<file path="config.mk">
export PLATFORM = sky130hd
export DESIGN_NAME = alu_mul_seq
export DESIGN_NICKNAME = d
export VERILOG_FILES = /design/src/rtl/alu_mul_seq.sv
export SDC_FILE = /design/constraint.sdc
export NUM_CORES = 1
export LEC_CHECK = 0
export BUFFER_PORTS_ARGS = -buffer_cell sky130_fd_sc_hd__buf_2
export CAP_MARGIN = 10
export CORE_MARGIN = 3
export CORE_UTILIZATION = 35
export DETAILED_ROUTE_END_ITERATION = 6
export PLACE_DENSITY_LB_ADDON = 0.05
export SLEW_MARGIN = 10
export SYNTH_ARGS = -nofsm -noshare
export SYNTH_HDL_FRONTEND = slang
export SYNTH_SLANG_ARGS = --single-unit
</file>
<file path="constraint.sdc">
create_clock -name clk -period 2.93 [get_ports clk]
set_input_delay 0.586 -clock clk [delete_from_list [all_inputs] [get_ports clk]]
set_output_delay 0.586 -clock clk [all_outputs]
set_load 0.02 [all_outputs]
</file>
<file path="src/rtl/alu_mul_seq.sv">
// alu_mul_seq: multi-cycle unsigned 4x4->8 multiplier using shift-and-add,
// borrowing an external 4-bit ALU as its only adder.
//
// Ports:
//   clk        - rising-edge clock
//   reset_n    - asynchronous active-low reset
//   start      - multiply request, sampled only in IDLE
//   a, b       - multiplicand / multiplier, captured on the accepting edge
//   busy       - high while the four add-shift iterations run
//   done       - one-cycle pulse; product valid from this cycle on
//   product    - 8-bit result, held until the next result is written
//   prod_zero  - product == 0
//   alu_A/B    - ALU operand drive
//   alu_op     - ALU operation select drive
//   alu_l      - ALU logic/arith select drive
//   alu_R      - ALU result (combinational from alu_A/alu_B)
//   alu_carry  - ALU carry out
module alu_mul_seq #(
  parameter logic [1:0] OP_ADD  = 2'b00,
  parameter logic       L_ARITH = 1'b0
) (
  input  logic       clk,
  input  logic       reset_n,
  input  logic       start,
  input  logic [3:0] a,
  input  logic [3:0] b,
  output logic       busy,
  output logic       done,
  output logic [7:0] product,
  output logic       prod_zero,
  output logic [3:0] alu_A,
  output logic [3:0] alu_B,
  output logic [1:0] alu_op,
  output logic       alu_l,
  input  logic [3:0] alu_R,
  input  logic       alu_carry
);

  typedef enum logic [1:0] {
    S_IDLE = 2'd0,
    S_RUN  = 2'd1,
    S_DONE = 2'd2
  } state_t;

  state_t     state_q, state_d;
  logic [3:0] m_q, m_d;
  logic [3:0] p_q, p_d;
  logic [3:0] q_q, q_d;
  logic [1:0] cnt_q, cnt_d;
  logic [7:0] product_q, product_d;

  // One add-shift step: the 9-bit sum {carry, R, Q} shifted right by one.
  // The carry lands in P[3], so no partial-sum bit is ever dropped.
  logic [3:0] p_step, q_step;
  assign p_step = {alu_carry, alu_R[3:1]};
  assign q_step = {alu_R[0], q_q[3:1]};

  always_ff @(posedge clk or negedge reset_n) begin
    if (!reset_n) begin
      state_q   <= S_IDLE;
      m_q       <= 4'h0;
      p_q       <= 4'h0;
      q_q       <= 4'h0;
      cnt_q     <= 2'd0;
      product_q <= 8'h00;
    end else begin
      state_q   <= state_d;
      m_q       <= m_d;
      p_q       <= p_d;
      q_q       <= q_d;
      cnt_q     <= cnt_d;
      product_q <= product_d;
    end
  end

  always_comb begin
    state_d   = state_q;
    m_d       = m_q;
    p_d       = p_q;
    q_d       = q_q;
    cnt_d     = cnt_q;
    product_d = product_q;
    case (state_q)
      S_IDLE: begin
        if (start) begin
          state_d = S_RUN;
          m_d     = a;
          q_d     = b;
          p_d     = 4'h0;
          cnt_d   = 2'd0;
        end
      end
      S_RUN: begin
        p_d   = p_step;
        q_d   = q_step;
        cnt_d = cnt_q + 2'd1;
        if (cnt_q == 2'd3) begin
          state_d   = S_DONE;
          product_d = {p_step, q_step};
        end
      end
      S_DONE: begin
        state_d = S_IDLE;
      end
      default: begin
        state_d = S_IDLE;
      end
    endcase
  end

  assign busy      = (state_q == S_RUN);
  assign done      = (state_q == S_DONE);
  assign product   = product_q;
  assign prod_zero = (product_q == 8'h00);

  // ALU is parked at 0+0 outside RUN; in RUN it adds M only when the
  // current multiplier bit is set.
  assign alu_A  = busy ? p_q : 4'h0;
  assign alu_B  = (busy && q_q[0]) ? m_q : 4'h0;
  assign alu_op = OP_ADD;
  assign alu_l  = L_ARITH;

endmodule

</file>
# == Yosys cells after proc, flatten, opt, wreduce, memory -nomap -nowiden ==
# Index checks and enable logic that the tools add are counted.
# totals
ff_bits,24
in_bits,16
out_inout_bits,22
wordCells,31
# classes
n_addsub,1
n_eq_ne,5
muxes,11
reduce_logical,8
# ops
operator,count
two-way mux 4 bit,4
one-hot mux 4 bit (2 select lines),2
zero test 8 bit,1
one-hot mux 2 bit (2 select lines),2
AND reduction 2 bit,4
two-way mux 2 bit,3
equality test 2 bit (second input constant),2
adder 2 x 1 -> 2 bit (second input constant),1
equality test 2 x 1 -> 1 bit (second input constant),1
zero test 2 bit,1
inequality test 2 x 1 -> 1 bit (second input constant),1
inequality test 2 bit (second input constant),1
nonzero test 2 bit,1
logical AND 1 bit,1

# == Logic depth before layout (Yosys ltp) ==
# Gate-level depths: netlist (run 1).
# depth
depth_word,3
depth_mapped,3
depth_no_buf,3

# == Worst setup path before layout (run 1) ==
# Ideal clock, no wire load.
# synth_path
kind,register to output
start,"register product_q[5], in the netlist product[5]"
end,output prod_zero
arrival_ps,1278
required_time_ps,2344
setup_slack_ps,1066
path_stages_with_launch,3
path_buffers,0
cell_sequence,dfrtp_1 > or4_1 > nor2_1
# synth_between
elab_chain_cells,1
# synth_lines
element,line_no,source
start: declaration,50,"logic [7:0] product_q, product_d;"
start signal: assignment,72,product_q <= product_d;
zero test 8 bit,114,assign prod_zero = (product_q == 8'h00);
end: declaration,30,"output logic prod_zero,"
# Every way passes these cells.

# == Final worst setup path (run 1) ==
# layout_path
start,register state_q[0]
end,output alu_B[3]
# layout_between
elab_chain_cells,3
# layout_lines
element,line_no,source
start: declaration,45,"state_t state_q, state_d;"
start signal: assignment,67,state_q <= state_d;
equality test 2 x 1 -> 1 bit,111,assign busy = (state_q == S_RUN);
logical AND 1 bit,119,assign alu_B = (busy && q_q[0]) ? m_q : 4'h0;
two-way mux 4 bit,119,
end: declaration,32,"output logic [3:0] alu_B,"
# Every way passes these cells.

==> results of run 1 <==
worst max-delay path, stage by stage (launching register included):
cell and delay (ps):
dfrtp_1 590, and2b_1 570, and3_1 230, buf_2 160
placed cells by master (no fill, tap or decap):
master,synthesis,final
nor3b_4,1,1
clkbuf_4,0,3
a222oi_1,4,4
or4_1,2,2
o31ai_1,5,5
buf_2,0,34
ha_1,1,1
mux2_2,13,13
nand3b_1,5,5
conb_1,1,3
and2b_1,1,1
and3_1,4,4
a21o_2,1,1
nor2_1,2,2
dfrtp_1,24,24
o21bai_1,1,1
nand3b_2,1,1
nor2b_1,5,5
and2_1,4,4
inv_1,12,12
bufinv_16,0,1
worst min-delay path by stage:
stage,start,end,cells after the start
6_report,reset_n,product[5]$_DFFE_PN0P_,1
3_5_place_dp,m_q[3]$_DFFE_PN0P_,m_q[3]$_DFFE_PN0P_,1
2_1_floorplan,reset_n,cnt_q[0]$_DFFE_PN0P_,0
4_1_cts,reset_n,product[5]$_DFFE_PN0P_,1
3_3_place_gp,m_q[2]$_DFFE_PN0P_,m_q[2]$_DFFE_PN0P_,1
5_1_grt,reset_n,product[5]$_DFFE_PN0P_,1
cell type report:
class                      count  area share [%]
clock inverter                 1            2.20
tap                           44            4.03
timing repair buffer          34            12.5
sequential                    24            44.0
inverter                      12            3.30
multi-input combinational     53            32.4
clock buffer                   3            1.65
report_power, final:
group / leakage (nW) / internal (mW) / total (mW) / switching (mW)
Combinational: 0.374 / 0.315 / 0.715 / 0.401
Sequential: 0.282 / 0.495 / 0.611 / 0.116
Clock: 0.0279 / 0.138 / 0.241 / 0.102
Total: 0.684 / 0.948 / 1.57 / 0.619
per-layer routing:
layer,vias to the layer above,track usage [%]
met5,-,0
li1,384,-
met3,2,2.16
met2,26,19.8
met4,0,4.13
met1,389,16.1
state kept, by name, summed over array words and instances, names as in the netlist:
name	count
p_q	4
state_q	2
product	8
q_q	4
m_q	4
cnt_q	2
cells by family (layout without fill, tap and decap cells):
family	count (synthesis)	in the layout	synth area share [%]
AOI/OAI and AO/OA	11	11	8.28
adders and majority gates	1	1	1.10
buffers and inverters	19	50	8.61
DFF	24	24	53.0
muxes	13	13	12.9
other	1	3	0.331
and+or+nand+nor	25	25	15.8
stage by stage:
stage          instances  cell area, um2  power, mW  hold slack, ps  utilization (%)
3_3_place_gp         167            1310       1.34             482             42.7
5_1_grt              171            1370       1.69             248             44.4
6_report             171            1370       1.57             230             44.4
3_5_place_dp         167            1310       1.35             491             42.7
2_1_floorplan         96            1140       1.15             290                -
4_1_cts              171            1370       1.59             249             44.4
==> impl_metrics.ini, run 1 <==
[global_routing]
grt_pass1_vias = 837
antenna_found_initial = 0
grt_overflow = 0
grt_first_pass_wirelength_mm = 3.86
grt_start_max_net_pins = 25
grt_usage_pct = 12.1

[cts]
cts_tree = built
clk_pin_slew_worst_paths_ps = 140
cts-root-buf = clkbuf_4
cts_sinks = 24
cts-buffers-inserted = 3
clk_latency_ps = 310
ctsHoldBuffers = 0
cts.repair.resized = 0
htree_levels = 1
post_cts_buffers = 0
clk_path_buf_depth = 2

[detailed_routing]
highest_layer = met4
drt-pass1-iter-count = 6
wl_met1_mm = 1.04
dr_wl_met2_mm = 1.04
vias = 801
routedWlPerCell_um = 13.1
drt_wl_total_mm = 2.23
drt_iter0_markers = 22
vias_per_cell = 4.68
met3WireLength_um = 132
route.detailed.drc = 0
ant_nets = 0

[sta]
finalCritPeriodShare_pct = 83.7
tightest_slew_ps = 593
skew_ps = 3.06
period_needed_ps = 2450
hold_viol_final = 0
rsz0062_at_grt = no
slew_headroom_pct = 60.5
slew_viol_final = 0
fmax_mhz = 408
setup_tns_ps = 0
layout_setup_ws_ps = 477
final-setup-viol-count = 0

[synthesis]
synth_top_area_cell = dfrtp_1
synth_top_area_share_pct = 53.0
async_flop_share_pct = 100
yosysUniqueCellTypes = 21
synthCells = 94
synth.avg_cell_area_um2 = 12.1
yosys_register_bits = 24
yosysMostFrequentCell = dfrtp_1
ys_warn_count = 0
yosys-top-cells-count = dfrtp_1 (24), mux2_2 (13), inv_1 (12)
synth_area_mm2 = 0.00113
synth.area.top_cells = dfrtp_1 (53%), mux2_2 (13%), inv_1 (4.0%), a222oi_1 (3.5%), nand3b_1 (3.3%)
synth_seq_area_share_pct = 53.0
yosys_most_used_dff = dfrtp_1
synth_edf_count = 0

[floorplan]
ioPinCount = 38
start_util_pct = 36.8
coreArea_mm2 = 0.00308
rows = 20
die_h_um = 62.9
dieArea_mm2 = 0.00396
die_x_um = 62.9

[worst_setup_path]
worstPathArrival_ps = 1870
path_max_fanout = 20
crit_end = alu_B[3]
r2r-end = q_q[2]$_DFFE_PN0P_
rrSetupSlack_ps = 1410
crit_path_start_kind = register
required_ps = 2340
worstSetupEndpointType = primary output
rr_startpoint = state_q[0]$_DFFE_PN0P_
crit_start = state_q[0]$_DFFE_PN0P_
reg2reg_depth = 2
critPathKind = register to primary output

[layout]
area_growth_pct = 20.5
seqCellArea_um2 = 601
antenna_cells = 0
n_fill_cell = 333
fin_nets = 145
drive_gt1_share_pct = 42.5
multiInputGateArea_um2 = 443

[place]
pre_cts_slack_ps = 827
io_buffers = 34
gp_congestion = 0.729
hpwlAfterDp_mm = 1.64

[outcome]
outcome = completed

[flow_run]
drv_cap = 0

[power_and_ir_drop]
p_leak_nw = 0.684
p_per_area_mw_per_mm2 = 1150
ir_worst_vdd_mv = 0.392

[min_path]
min_path_type = input pin to asynchronous set/reset pin
(Power assumes the default switching activity.)
==> inputs of run 2 (changes only) <==
Clock period 2.93 ns to 2.25 ns, I/O delays scaled along.
==> impl_metrics.ini, run 2 (synthesized netlist as in run 1, its figures left out) <==
[cts]
ctsHoldBuffers = 0
cts-buffers-inserted = 3
cts_sinks = 24
htree_levels = 1
cts_tree = built
clk_pin_slew_worst_paths_ps = 120
clk_path_buf_depth = 2
cts-root-buf = clkbuf_4
cts.repair.resized = 0
clk_latency_ps = 300
post_cts_buffers = 0

[layout]
drive_gt1_share_pct = 43.0
layout_commonest_cell = buf_2
area_growth_pct = 19.2
fin_nets = 147
largest_register_ffs = 8
final_cell_mix = buf_2 (34), dfrtp_1 (24), mux2_2 (13)
postLayoutCellArea_mm2 = 0.00135
antenna_cells = 0

[worst_setup_path]
worstSetupEndpointType = primary output
critPathKind = register to primary output
worstPathArrival_ps = 1580
required_ps = 1800
path_max_fanout = 11
crit_path_start_kind = register

[sta]
tightest_slew_ps = 526
period_needed_ps = 2030
hold_viol_final = 0
fmax_mhz = 493
finalCritPeriodShare_pct = 90.1
rsz0062_at_grt = no
slew_viol_final = 0
final-setup-viol-count = 0
slew_headroom_pct = 65.0
setup_tns_ps = 0
skew_ps = 2.04

[floorplan]
rows = 20
coreArea_mm2 = 0.00308
ioPinCount = 38
die_h_um = 62.9
start_util_pct = 36.8
die_x_um = 62.9
dieArea_mm2 = 0.00396

[detailed_routing]
drt_iter0_markers = 39
vias = 792
vias_per_cell = 4.60
routedWlPerCell_um = 13.0
route.detailed.drc = 0
drt-pass1-iter-count = 4
drt_wl_total_mm = 2.23
ant_nets = 0

[global_routing]
grt_overflow = 0
grt_start_max_net_pins = 25
antenna_found_initial = 0
grt_pass1_vias = 881
grt_usage_pct = 12.1
grt_first_pass_wirelength_mm = 3.88

[power_and_ir_drop]
p_leak_nw = 0.679
p_per_area_mw_per_mm2 = 1440
ir_worst_vdd_mv = 0.476

[min_path]
min_path_type = input pin to asynchronous set/reset pin

[flow_run]
drv_cap = 0

[place]
gp_congestion = 0.736
dpl-instance-area_mm2 = 0.00133
io_buffers = 34
hpwlAfterDp_mm = 1.69

[outcome]
outcome = completed
run 2: changes by cell type in the layout (fill, tap and decap cells not counted):
cell       change
bufinv_16      -1
buf_4          +2
run 2: area by class of cell:
cell class | instances | area (um2)
fill | 307 | 1730
sequential | 24 | 601
clock buffer | 3 | 22.5
multi-input combinational | 53 | 443
inverter | 12 | 45.0
timing repair buffer | 36 | 185
tap | 44 | 55.1
run 2: power breakdown:
group / internal [mW] / total (mW) / switching (mW) / leakage (nW)
sequential: 0.645 / 0.796 / 0.150 / 0.282
combinational: 0.439 / 0.963 / 0.525 / 0.383
clock: 0.0624 / 0.182 / 0.120 / 0.0138
run 2: final timing paths:
check                           slack [ps]  cells past startpoint                   start                  to
max in group asynchronous             1800                      1                 reset_n  q_q[3]$_DFFE_PN0P_
min in group clk                       370                      2                    a[1]  m_q[1]$_DFFE_PN0P_
worst max-delay path                   220                      4  state_q[0]$_DFFE_PN0P_            alu_B[3]
worst min-delay path                   100                      1                 reset_n  p_q[1]$_DFFE_PN0P_
worst min register to register         520                      1      m_q[2]$_DFFE_PN0P_  m_q[2]$_DFFE_PN0P_
worst max register to register         750                      2  state_q[0]$_DFFE_PN0P_  m_q[0]$_DFFE_PN0P_
run 2: per-layer routing:
layer | vias to the layer above | GRT usage (%) | share of wire [%]
li1 | 385 | - | -
met1 | 379 | 15.1 | 45
met4 | 0 | 4.13 | 0.67
met2 | 26 | 20.4 | 48
met3 | 2 | 2.52 | 6.6
met5 | - | 0 | 0
run 2: per-stage QoR:
step           setup slack (ps)  std cells  power (mW)  utilization (%)  hold slack [ps]
3_3_place_gp                603        169        1.78             43.2              467
5_1_grt                    94.2        172        2.10             43.9              136
2_1_floorplan               522         96        1.50                -              154
3_5_place_dp                566        169        1.79             43.2              470
4_1_cts                     193        172        1.98             43.9              114
6_report                    222        172        1.94             43.9              104
run 2: worst max-delay path, cell delays in order, from the launching register on:
cell	delay, ps
dfrtp_1	590
and2b_1	200
buf_4	170
and3_1	160
buf_2	160
==> inputs of run 3 (changes only) <==
Settings changed: CORE_UTILIZATION 35 to 44, REMOVE_ABC_BUFFERS set to 1, SKIP_LAST_GASP set to 1.
==> impl_metrics.ini, run 3 (synthesized netlist as in run 1, its figures left out) <==
[outcome]
outcome = completed

[detailed_routing]
drt_wl_total_mm = 2.12
route.detailed.drc = 0
ant_nets = 0
vias = 816
drt_iter0_markers = 34
vias_per_cell = 5.20
routedWlPerCell_um = 13.5
drt-pass1-iter-count = 4

[cts]
cts-root-buf = clkbuf_4
cts_tree = built
post_cts_buffers = 0
clk_latency_ps = 300
clk_path_buf_depth = 2
cts-buffers-inserted = 3
cts.repair.resized = 0
htree_levels = 1
clk_pin_slew_worst_paths_ps = 120
cts_sinks = 24
ctsHoldBuffers = 0

[layout]
layout_commonest_cell = buf_2
multiInputGateArea_um2 = 443
postLayoutCellArea_mm2 = 0.00135
area_growth_pct = 18.7
n_fill_cell = 209
antenna_cells = 0
drive_gt1_share_pct = 43.4
final_cell_mix = buf_2 (34), dfrtp_1 (24), mux2_2 (13)
largest_register_ffs = 8
fin_nets = 147
seqCellArea_um2 = 601

[sta]
period_needed_ps = 2020
final-setup-viol-count = 0
skew_ps = 2.07
slew_viol_final = 0
rsz0062_at_grt = no
fmax_mhz = 496
slew_headroom_pct = 64.8
hold_viol_final = 0
tightest_slew_ps = 527
finalCritPeriodShare_pct = 89.6
setup_tns_ps = 0

[power_and_ir_drop]
p_per_area_mw_per_mm2 = 1470
p_leak_nw = 0.686
ir_worst_vdd_mv = 0.769

[global_routing]
antenna_found_initial = 0
grt_first_pass_wirelength_mm = 3.46
grt_pass1_vias = 756
use_met3_pct = 2.76
busiest_layer = met2
grt_start_max_net_pins = 25
grt_overflow = 0
grt_usage_pct = 13.9
grtUsageMet2_pct = 22.1
grt_use_met1_pct = 18.2

[worst_setup_path]
cp.depth = 4
cpPeakStageDelay_ps = 580
crit_path_start_kind = register
critPathKind = register to primary output
rrSetupSlack_ps = 740
worstSetupEndpointType = primary output
cp_slowest_cell = dfrtp_1
r2r-end = m_q[0]$_DFFE_PN0P_
reg2reg_depth = 2
worstPathArrival_ps = 1570
crit_start = state_q[0]$_DFFE_PN0P_
rr_startpoint = state_q[0]$_DFFE_PN0P_
crit_end = alu_B[3]
path_max_fanout = 11
cp_cell_sequence = and2b_1, buf_4, and3_1, buf_2
cp_top_family = flip-flops
crit_buf_inv = 2
required_ps = 1800

[floorplan]
die_h_um = 56.8
ioPinCount = 38
start_util_pct = 48.9
rows = 17
coreArea_mm2 = 0.00232
dieArea_mm2 = 0.00322
die_x_um = 56.8

[place]
io_buffers = 34
hpwlAfterDp_mm = 1.61
dpl-instance-area_mm2 = 0.00131
gp_congestion = 0.761

[min_path]
min_path_type = input pin to asynchronous set/reset pin

[flow_run]
drv_cap = 0
run 3: changes by cell type in the layout (fill, tap and decap cells not counted):
cell / previous run / this run
clkbuf_8: 0 / 1
run 3: worst min-delay path by stage:
stage | cells past startpoint | start | to | slack (ps)
after floorplan | 0 | reset_n | cnt_q[0]$_DFFE_PN0P_ | 150
after global placement | 1 | reset_n | product[5]$_DFFE_PN0P_ | 470
after detailed placement | 1 | reset_n | product[5]$_DFFE_PN0P_ | 460
after CTS | 1 | reset_n | product[5]$_DFFE_PN0P_ | 110
after global routing | 1 | reset_n | product[5]$_DFFE_PN0P_ | 130
final | 1 | reset_n | p_q[1]$_DFFE_PN0P_ | 100
run 3: metrics by stage:
| stage | hold WS (ps) | setup WS, ps | power [mW] | util [%] | std cells |
|---|---|---|---|---|---|
| 6_report | 101 | 235 | 1.98 | 58.0 | 157 |
| 5_1_grt | 128 | 93.1 | 2.13 | 58.0 | 157 |
| 4_1_cts | 105 | 212 | 2.01 | 58.0 | 157 |
| 3_5_place_dp | 459 | 575 | 1.79 | 56.4 | 153 |
| 3_3_place_gp | 465 | 614 | 1.76 | 56.4 | 153 |
| 2_1_floorplan | 154 | 429 | 1.45 | - | 89 |
run 3: final cells by class:
| class | count | share of cell area [%] |
|---|---|---|
| sequential | 24 | 44.7 |
| multi-input combinational | 53 | 32.9 |
| timing repair buffer | 36 | 13.8 |
| inverter | 12 | 3.35 |
| clock buffer | 4 | 2.70 |
| tap | 28 | 2.60 |
run 3: report_power, final:
group / switching [mW] / internal [mW]
registers: 0.149 / 0.645
clock network: 0.121 / 0.0987
logic: 0.526 / 0.439
run 3: layer usage:
| layer | up-vias | share of wire [%] |
|---|---|---|
| li1 | 391 | - |
| met1 | 400 | 45 |
| met2 | 23 | 48 |
| met3 | 2 | 6.8 |
| met4 | 0 | 0.90 |
| met5 | - | 0 |
